===== src/rtl/instr_encoder_pkg.sv =====
//============================================================================
// Module      : instr_encoder_pkg
// Description : Shared definitions for the instruction encoder: data width,
//               instruction field positions, format codes, FSM encodings
//               and the field-packing helper.
// Revision    : 1.0 - initial release
//============================================================================
`default_nettype none

`ifndef DATA_WIDTH
`define DATA_WIDTH 16
`endif

package instr_encoder_pkg;

    localparam int DATA_WIDTH = `DATA_WIDTH;

    // Field map of the core's instruction word; the encoder is its inverse
    localparam int OPC_MSB  = 15;
    localparam int OPC_LSB  = 12;
    localparam int DST_MSB  = 11;
    localparam int DST_LSB  = 8;
    localparam int SRC1_MSB = 7;
    localparam int SRC1_LSB = 4;
    localparam int SRC2_MSB = 3;
    localparam int SRC2_LSB = 0;
    localparam int IMM_MSB  = 7;
    localparam int IMM_LSB  = 0;

    // Instruction formats
    localparam logic FMT_R = 1'b0;
    localparam logic FMT_I = 1'b1;

    // Load-session states
    typedef enum logic [1:0] {
        ST_IDLE  = 2'd0,
        ST_FILL  = 2'd1,
        ST_DRAIN = 2'd2,
        ST_DONE  = 2'd3
    } enc_state_t;

    // Pack one field bundle into an instruction word. Fields that do not
    // belong to the selected format are ignored.
    function automatic logic [DATA_WIDTH-1:0] pack_instr(
        input logic       itype,
        input logic [3:0] opcode,
        input logic [3:0] dest,
        input logic [3:0] src1,
        input logic [3:0] src2,
        input logic [7:0] imm
    );
        logic [DATA_WIDTH-1:0] w_word;
        w_word = '0;
        w_word[OPC_MSB:OPC_LSB] = opcode;
        w_word[DST_MSB:DST_LSB] = dest;
        case (itype)
            FMT_I: begin
                w_word[IMM_MSB:IMM_LSB] = imm;
            end
            FMT_R: begin
                w_word[SRC1_MSB:SRC1_LSB] = src1;
                w_word[SRC2_MSB:SRC2_LSB] = src2;
            end
            default: ;
        endcase
        return w_word;
    endfunction

endpackage

`default_nettype wire


===== src/rtl/instr_encoder_fifo.sv =====
//============================================================================
// Module      : enc_fifo
// Description : Small synchronous FIFO buffering encoded instruction words.
//               Supports push and pop in the same cycle, including when full
//               (the pop frees the slot the push fills). DEPTH must be a
//               power of two and at least 2.
// Revision    : 1.0 - initial release
//============================================================================
`default_nettype none

module enc_fifo #(
    parameter int WIDTH = 16,
    parameter int DEPTH = 4
) (
    input  logic             clk,
    input  logic             rst_n,
    input  logic             i_push,
    input  logic [WIDTH-1:0] i_push_data,
    input  logic             i_pop,
    output logic [WIDTH-1:0] o_head,
    output logic             o_full,
    output logic             o_empty
);

    localparam int c_PTR_W = (DEPTH > 1) ? $clog2(DEPTH) : 1;
    localparam int c_CNT_W = $clog2(DEPTH + 1);

    logic [WIDTH-1:0]   r_mem [DEPTH];
    logic [c_PTR_W-1:0] r_wr_ptr;
    logic [c_PTR_W-1:0] r_rd_ptr;
    logic [c_CNT_W-1:0] r_count;

    logic w_do_push;
    logic w_do_pop;

    assign o_full  = (r_count == c_CNT_W'(DEPTH));
    assign o_empty = (r_count == '0);
    assign o_head  = r_mem[r_rd_ptr];

    // A pop of an empty FIFO is dropped; a push into a full FIFO is only
    // accepted when a pop frees a slot in the same cycle.
    assign w_do_pop  = i_pop && !o_empty;
    assign w_do_push = i_push && (!o_full || w_do_pop);

    // Storage array; contents are qualified by the occupancy count, so no reset
    always_ff @(posedge clk) begin
        if (w_do_push) begin
            r_mem[r_wr_ptr] <= i_push_data;
        end
    end

    // Pointers and occupancy; power-of-two depth lets the pointers wrap freely
    always_ff @(posedge clk) begin
        if (!rst_n) begin
            r_wr_ptr <= '0;
            r_rd_ptr <= '0;
            r_count  <= '0;
        end else begin
            if (w_do_push) begin
                r_wr_ptr <= r_wr_ptr + 1'b1;
            end
            if (w_do_pop) begin
                r_rd_ptr <= r_rd_ptr + 1'b1;
            end
            if (w_do_push && !w_do_pop) begin
                r_count <= r_count + 1'b1;
            end else if (w_do_pop && !w_do_push) begin
                r_count <= r_count - 1'b1;
            end
        end
    end

endmodule

`default_nettype wire


===== src/rtl/instr_encoder.sv =====
//============================================================================
// Module      : instr_encoder
// Description : Packs instruction field bundles (R-type or I-type) into
//               instruction words and writes them sequentially into
//               instruction memory from a base address. Encoded words are
//               buffered in enc_fifo so the memory write port can stall
//               independently of the field source.
//               Optional build macro ENC_CHECKSUM_EN adds a `checksum`
//               output: running XOR of every word written in the session.
// Revision    : 1.0 - initial release
//============================================================================
`default_nettype none

`ifndef DATA_WIDTH
`define DATA_WIDTH 16
`endif

module instr_encoder
    import instr_encoder_pkg::*;
#(
    parameter int ADDR_WIDTH = 8,
    parameter int FIFO_DEPTH = 4
) (
    input  logic                   clk,
    input  logic                   rst_n,
    input  logic                   start,
    input  logic [ADDR_WIDTH-1:0]  base_addr,
    input  logic [ADDR_WIDTH:0]    prog_len,
    input  logic                   in_valid,
    output logic                   in_ready,
    input  logic                   in_itype,
    input  logic [3:0]             in_opcode,
    input  logic [3:0]             in_dest,
    input  logic [3:0]             in_src1,
    input  logic [3:0]             in_src2,
    input  logic [7:0]             in_imm,
    output logic                   imem_we,
    output logic [ADDR_WIDTH-1:0]  imem_addr,
    output logic [`DATA_WIDTH-1:0] imem_wdata,
    input  logic                   imem_wr_ready,
    output logic                   busy,
    output logic                   done,
    output logic                   overflow
`ifdef ENC_CHECKSUM_EN
    ,
    output logic [`DATA_WIDTH-1:0] checksum
`endif
);

    enc_state_t r_state;
    enc_state_t w_state_nxt;

    logic [ADDR_WIDTH-1:0]  r_addr;
    logic [ADDR_WIDTH:0]    r_len;
    logic [ADDR_WIDTH:0]    r_accepted;
    logic [ADDR_WIDTH:0]    r_written;
    logic                   r_wrapped;
    logic                   r_overflow;

    logic                   w_start_ok;
    logic                   w_push;
    logic                   w_pop;
    logic                   w_full;
    logic                   w_empty;
    logic [`DATA_WIDTH-1:0] w_word;
    logic [`DATA_WIDTH-1:0] w_head;

    // Start is only honoured from IDLE; a start during a session is ignored
    assign w_start_ok = start && (r_state == ST_IDLE);

    // Bundle is packed combinationally and pushed on the accepting edge
    assign w_word = pack_instr(in_itype, in_opcode, in_dest, in_src1, in_src2, in_imm);
    assign w_push = in_valid && in_ready;
    assign w_pop  = imem_we && imem_wr_ready;

    // Write data is the FIFO head, forced to zero while no write is requested
    assign imem_wdata = imem_we ? w_head : '0;
    assign imem_addr  = r_addr;
    assign overflow   = r_overflow;

    enc_fifo #(
        .WIDTH (`DATA_WIDTH),
        .DEPTH (FIFO_DEPTH)
    ) u_fifo (
        .clk         (clk),
        .rst_n       (rst_n),
        .i_push      (w_push),
        .i_push_data (w_word),
        .i_pop       (w_pop),
        .o_head      (w_head),
        .o_full      (w_full),
        .o_empty     (w_empty)
    );

    // State register
    always_ff @(posedge clk) begin
        if (!rst_n) begin
            r_state <= ST_IDLE;
        end else begin
            r_state <= w_state_nxt;
        end
    end

    // Next-state and handshake outputs, all derived from registered state
    always_comb begin
        w_state_nxt = r_state;
        in_ready    = 1'b0;
        imem_we     = 1'b0;
        busy        = 1'b1;
        done        = 1'b0;
        case (r_state)
            ST_IDLE: begin
                busy = 1'b0;
                if (start) begin
                    w_state_nxt = (prog_len == '0) ? ST_DONE : ST_FILL;
                end
            end
            ST_FILL: begin
                in_ready = !w_full && (r_accepted < r_len);
                imem_we  = !w_empty;
                if (in_valid && in_ready && ((r_accepted + 1'b1) == r_len)) begin
                    w_state_nxt = ST_DRAIN;
                end
            end
            ST_DRAIN: begin
                imem_we = !w_empty;
                if ((r_written == r_len) && w_empty) begin
                    w_state_nxt = ST_DONE;
                end
            end
            ST_DONE: begin
                done        = 1'b1;
                w_state_nxt = ST_IDLE;
            end
            default: begin
                w_state_nxt = ST_IDLE;
            end
        endcase
    end

    // Session counters, write address and sticky wrap tracking
    always_ff @(posedge clk) begin
        if (!rst_n) begin
            r_addr     <= '0;
            r_len      <= '0;
            r_accepted <= '0;
            r_written  <= '0;
            r_wrapped  <= 1'b0;
            r_overflow <= 1'b0;
        end else if (w_start_ok) begin
            r_addr     <= base_addr;
            r_len      <= prog_len;
            r_accepted <= '0;
            r_written  <= '0;
            r_wrapped  <= 1'b0;
            r_overflow <= 1'b0;
        end else begin
            if (w_push) begin
                r_accepted <= r_accepted + 1'b1;
            end
            if (w_pop) begin
                r_addr    <= r_addr + 1'b1;
                r_written <= r_written + 1'b1;
                // Completing a write at the top address wraps the counter
                if (&r_addr) begin
                    r_wrapped <= 1'b1;
                end
            end
            // Any write issued after the wrap marks the session as overflowed
            if (imem_we && r_wrapped) begin
                r_overflow <= 1'b1;
            end
        end
    end

`ifdef ENC_CHECKSUM_EN
    logic [`DATA_WIDTH-1:0] r_checksum;

    // Running XOR of every word the memory actually accepted
    always_ff @(posedge clk) begin
        if (!rst_n) begin
            r_checksum <= '0;
        end else if (w_start_ok) begin
            r_checksum <= '0;
        end else if (w_pop) begin
            r_checksum <= r_checksum ^ w_head;
        end
    end

    assign checksum = r_checksum;
`endif

endmodule

`default_nettype wire


===== config.mk =====
export PLATFORM = sky130hd
export DESIGN_NAME = instr_encoder
export DESIGN_NICKNAME = d
export VERILOG_FILES = /design/src/rtl/instr_encoder_pkg.sv /design/src/rtl/instr_encoder_fifo.sv /design/src/rtl/instr_encoder.sv
export SDC_FILE = /design/constraint.sdc
export NUM_CORES = 1
export LEC_CHECK = 0
export ABC_AREA = 0
export CAP_MARGIN = 20
export CORE_MARGIN = 2
export CORE_UTILIZATION = 39
export DETAILED_ROUTE_END_ITERATION = 8
export GPL_ROUTABILITY_DRIVEN = 0
export MAX_ROUTING_LAYER = met4
export PLACE_DENSITY_LB_ADDON = 0.08
export SETUP_SLACK_MARGIN = 0.1
export SYNTH_ARGS = -nofsm -noshare
export SYNTH_HDL_FRONTEND = slang
export SYNTH_SLANG_ARGS = --single-unit

===== constraint.sdc =====
create_clock -name clk -period 3.1 [get_ports clk]
set_clock_uncertainty 0.15 [all_clocks]
set_input_delay 0.62 -clock clk [delete_from_list [all_inputs] [get_ports clk]]
set_output_delay 0.62 -clock clk [all_outputs]
set_load 0.005 [all_outputs]

==> impl_metrics.env <==
export IMPL_drtPass1Iterations=5
export IMPL_clock_sinks=112
export IMPL_htreeDepth=3
export IMPL_yosysSeqAreaShare_pct=54.7
export IMPL_die_h_microns=120
export IMPL_synth_async_reset_ratio_pct=0
export IMPL_worstPathRequired_ps=3240
export IMPL_whs_ps=343
export IMPL_initial_core_util_pct=39.8
export IMPL_clock_path_buffers=2
export IMPL_cp_arrival_ps=3160
export IMPL_grt_pass1_wl_microns=19100
export IMPL_wl_met1_microns=5700
export IMPL_fillers=1207
export IMPL_hold_buffers=0
export IMPL_area_growth_pct=29.1
export IMPL_cp_end_kind="flop"
export IMPL_worst_skew_pair_late_latency_ps=350
export IMPL_finalHoldViolations=0
export IMPL_synth_top_area_share_pct=36.4
export IMPL_synth_cells=444
export IMPL_dieWidth_microns=120
export IMPL_dr_wl_met2_microns=5610
export IMPL_critPathMaxFanout=3
export IMPL_dr_max_layer_used="met4"
export IMPL_tightest_slew_ps=782
export IMPL_antenna_left=0
export IMPL_worstSetupPathType="reg -> reg"
export IMPL_die_area_sq_mm=0.0145
export IMPL_core_rowCount=42
export IMPL_cp_start_kind="flop"
export IMPL_syn_area_per_cell_sq_um=11.9
export IMPL_powerDensity_mw_per_mm2=665
export IMPL_period_needed_ps=3020
export IMPL_leakage_nw=2.49
export IMPL_io_pins=76
export IMPL_yosys_most_used_dff="edfxtp_1"
export IMPL_drv_slew=0
export IMPL_stdcell_count=722
export IMPL_vias=3620
export IMPL_grtUsageTotal_pct=17.8
export IMPL_drive_gt1_share_pct=18.3
export IMPL_setup_viol=0
export IMPL_fp_coreArea_sq_mm=0.0132
export IMPL_synth_commonest_cells="edfxtp_1, dfxtp_1, nand2_1"
export IMPL_ir_worst_vdd_mv=0.316
export IMPL_synth_edff_count=64
export IMPL_first_global_vias=3719
export IMPL_antenna_found_initial=0
export IMPL_drv_cap=0
export IMPL_dp_cells=696
export IMPL_grt_max_degree=27
export IMPL_grt_setup_unrepaired="yes"
export IMPL_status="complete, no violations"
export IMPL_fin_crit_sh_pct=97.4
export IMPL_wirelength_microns=11900
export IMPL_dr_wl_met3_microns=406
export IMPL_avgViaCountPerCell=5.01
export IMPL_wl_per_cell_microns=16.5
export IMPL_cts_tree="yes"
export IMPL_yosys_area_top_type="edfxtp_1"
export IMPL_grt_overflow=0
export IMPL_cts_buffers_inserted=9
export IMPL_clk_pin_slew_ps=70
export IMPL_place_hpwl_microns=8240
export IMPL_drc_errors=0
export IMPL_drt_iter0_drc=237
export IMPL_ys_seq_elements=112
export IMPL_synth_area_sq_mm=0.00527
export IMPL_max_clock_freq_mhz=331
export IMPL_yosysWarningCount=0
export IMPL_root_buffer="clkbuf_16"
export IMPL_ys_types=47
export IMPL_io_buffers=75
export IMPL_syn_num_nets=514
export IMPL_n_antenna_cell=0
export IMPL_max_slew_margin_pct=47.7
export IMPL_hold_class="reg -> reg"
export IMPL_ys_top_cells_by_area="edfxtp_1, dfxtp_1, mux4_2, ha_1, xor2_1"
export IMPL_fin_nets=611
export IMPL_synth_most_common_cell="edfxtp_1"
## cells in the final DEF (no fill, tap or decap), types with 4 or more instances in the layout
cell type	instances
a21oi_1	20
and3_1	22
ha_1	18
xor2_1	24
mux2_2	8
a21oi_2	4
and2_1	6
xnor2_1	14
clkbuf_16	9
nand2_1	39
nor4_1	4
nand3_1	9
ha_4	4
clkdlybuf4s50_1	75
nor3_1	6
inv_1	15
edfxtp_1	64
o21ai_0	11
mux4_2	16
dfxtp_4	4
nor2_1	36
nand4_1	4
or3_1	12
dfxtp_2	6
buf_4	27
clkbuf_1	4
dfxtp_1	38
## final cells by class
type / instances / area, sq um / area share (%)
flip-flops and latches: 112 / 2910 / 42.7
multi-input cells: 293 / 2330 / 34.3
repair buffers: 104 / 993 / 14.6
clock buffers: 13 / 240 / 3.53
well taps: 176 / 220 / 3.23
inverters: 21 / 88.8 / 1.30
clock inverters: 3 / 27.5 / 0.404
## critical path: stages (launching register included)
cell	delay, ps
dfxtp_4	370
inv_4	40
ha_4	230
a21oi_2	140
o211ai_2	110
or2_4	250
or3b_4	440
inv_8	70
ha_4	120
inv_2	30
fa_2	340
xor2_2	160
or3_4	380
a21oi_2	130
## registers in the layout, summed over array words and instances, names as in the netlist, named ones only
| register | count |
|---|---|
| imem_addr | 8 |
| overflow | 1 |
| r_accepted | 9 |
| r_len | 9 |
| r_state | 2 |
| r_wrapped | 1 |
| r_written | 9 |
| u_fifo.r_count | 3 |
| u_fifo.r_mem | 64 |
| u_fifo.r_rd_ptr | 2 |
| u_fifo.r_wr_ptr | 2 |
## cell families after synthesis
group,synth area share [%]
AO/OA/AOI/OAI,7.07
XOR/XNOR,6.48
adder cells (fa/ha/maj),5.60
buffers and inverters,2.99
flip-flops,54.7
multiplexers,8.92
AND/OR/NAND/NOR,14.3
## power by group
group,total (mW),internal [mW],switching [mW]
Combinational,1.61,0.828,0.787
Sequential,1.83,1.71,0.119
Clock,1.08,0.556,0.523
Total,4.53,3.10,1.43
## worst paths after layout
path / start / endpoint / slack [ps] / cells after the start
setup / recovery: r_len[8] / u_fifo.r_count[2] / 80 / 13
hold / removal: overflow / overflow / 340 / 2
hold reg to reg: overflow / overflow / 340 / 2
setup reg to reg: r_len[8] / u_fifo.r_count[2] / 80 / 13
## through the flow
stage / setup TNS (ps) / power [mW] / area [sq um] / setup slack [ps] / util, %
2_1_floorplan: 0 / 2.73 / 5340 / 105 / -
3_3_place_gp: 0 / 3.37 / 6400 / 127 / 48.3
3_5_place_dp: 0 / 3.38 / 6400 / 29.7 / 48.3
4_1_cts: 0 / 4.51 / 6710 / 113 / 50.7
5_1_grt: -20.8 / 4.80 / 6810 / -20.8 / 51.4
6_report: 0 / 4.53 / 6810 / 79.5 / 51.4
## layer usage
metal	global-route usage, %	up-vias
met3	2.74	15
met1	23.9	1729
met5	-	-
met4	6.03	0
met2	27.9	71
li1	-	1805
## what timing repair did
action / CTS / global route
setup endpoints to repair: 3 / 2
gates resized for setup: 7 / 13
pin swaps: 3 / 7
setup buffers: 2 / 8
Note: power is estimated with default switching activity, not from simulation.
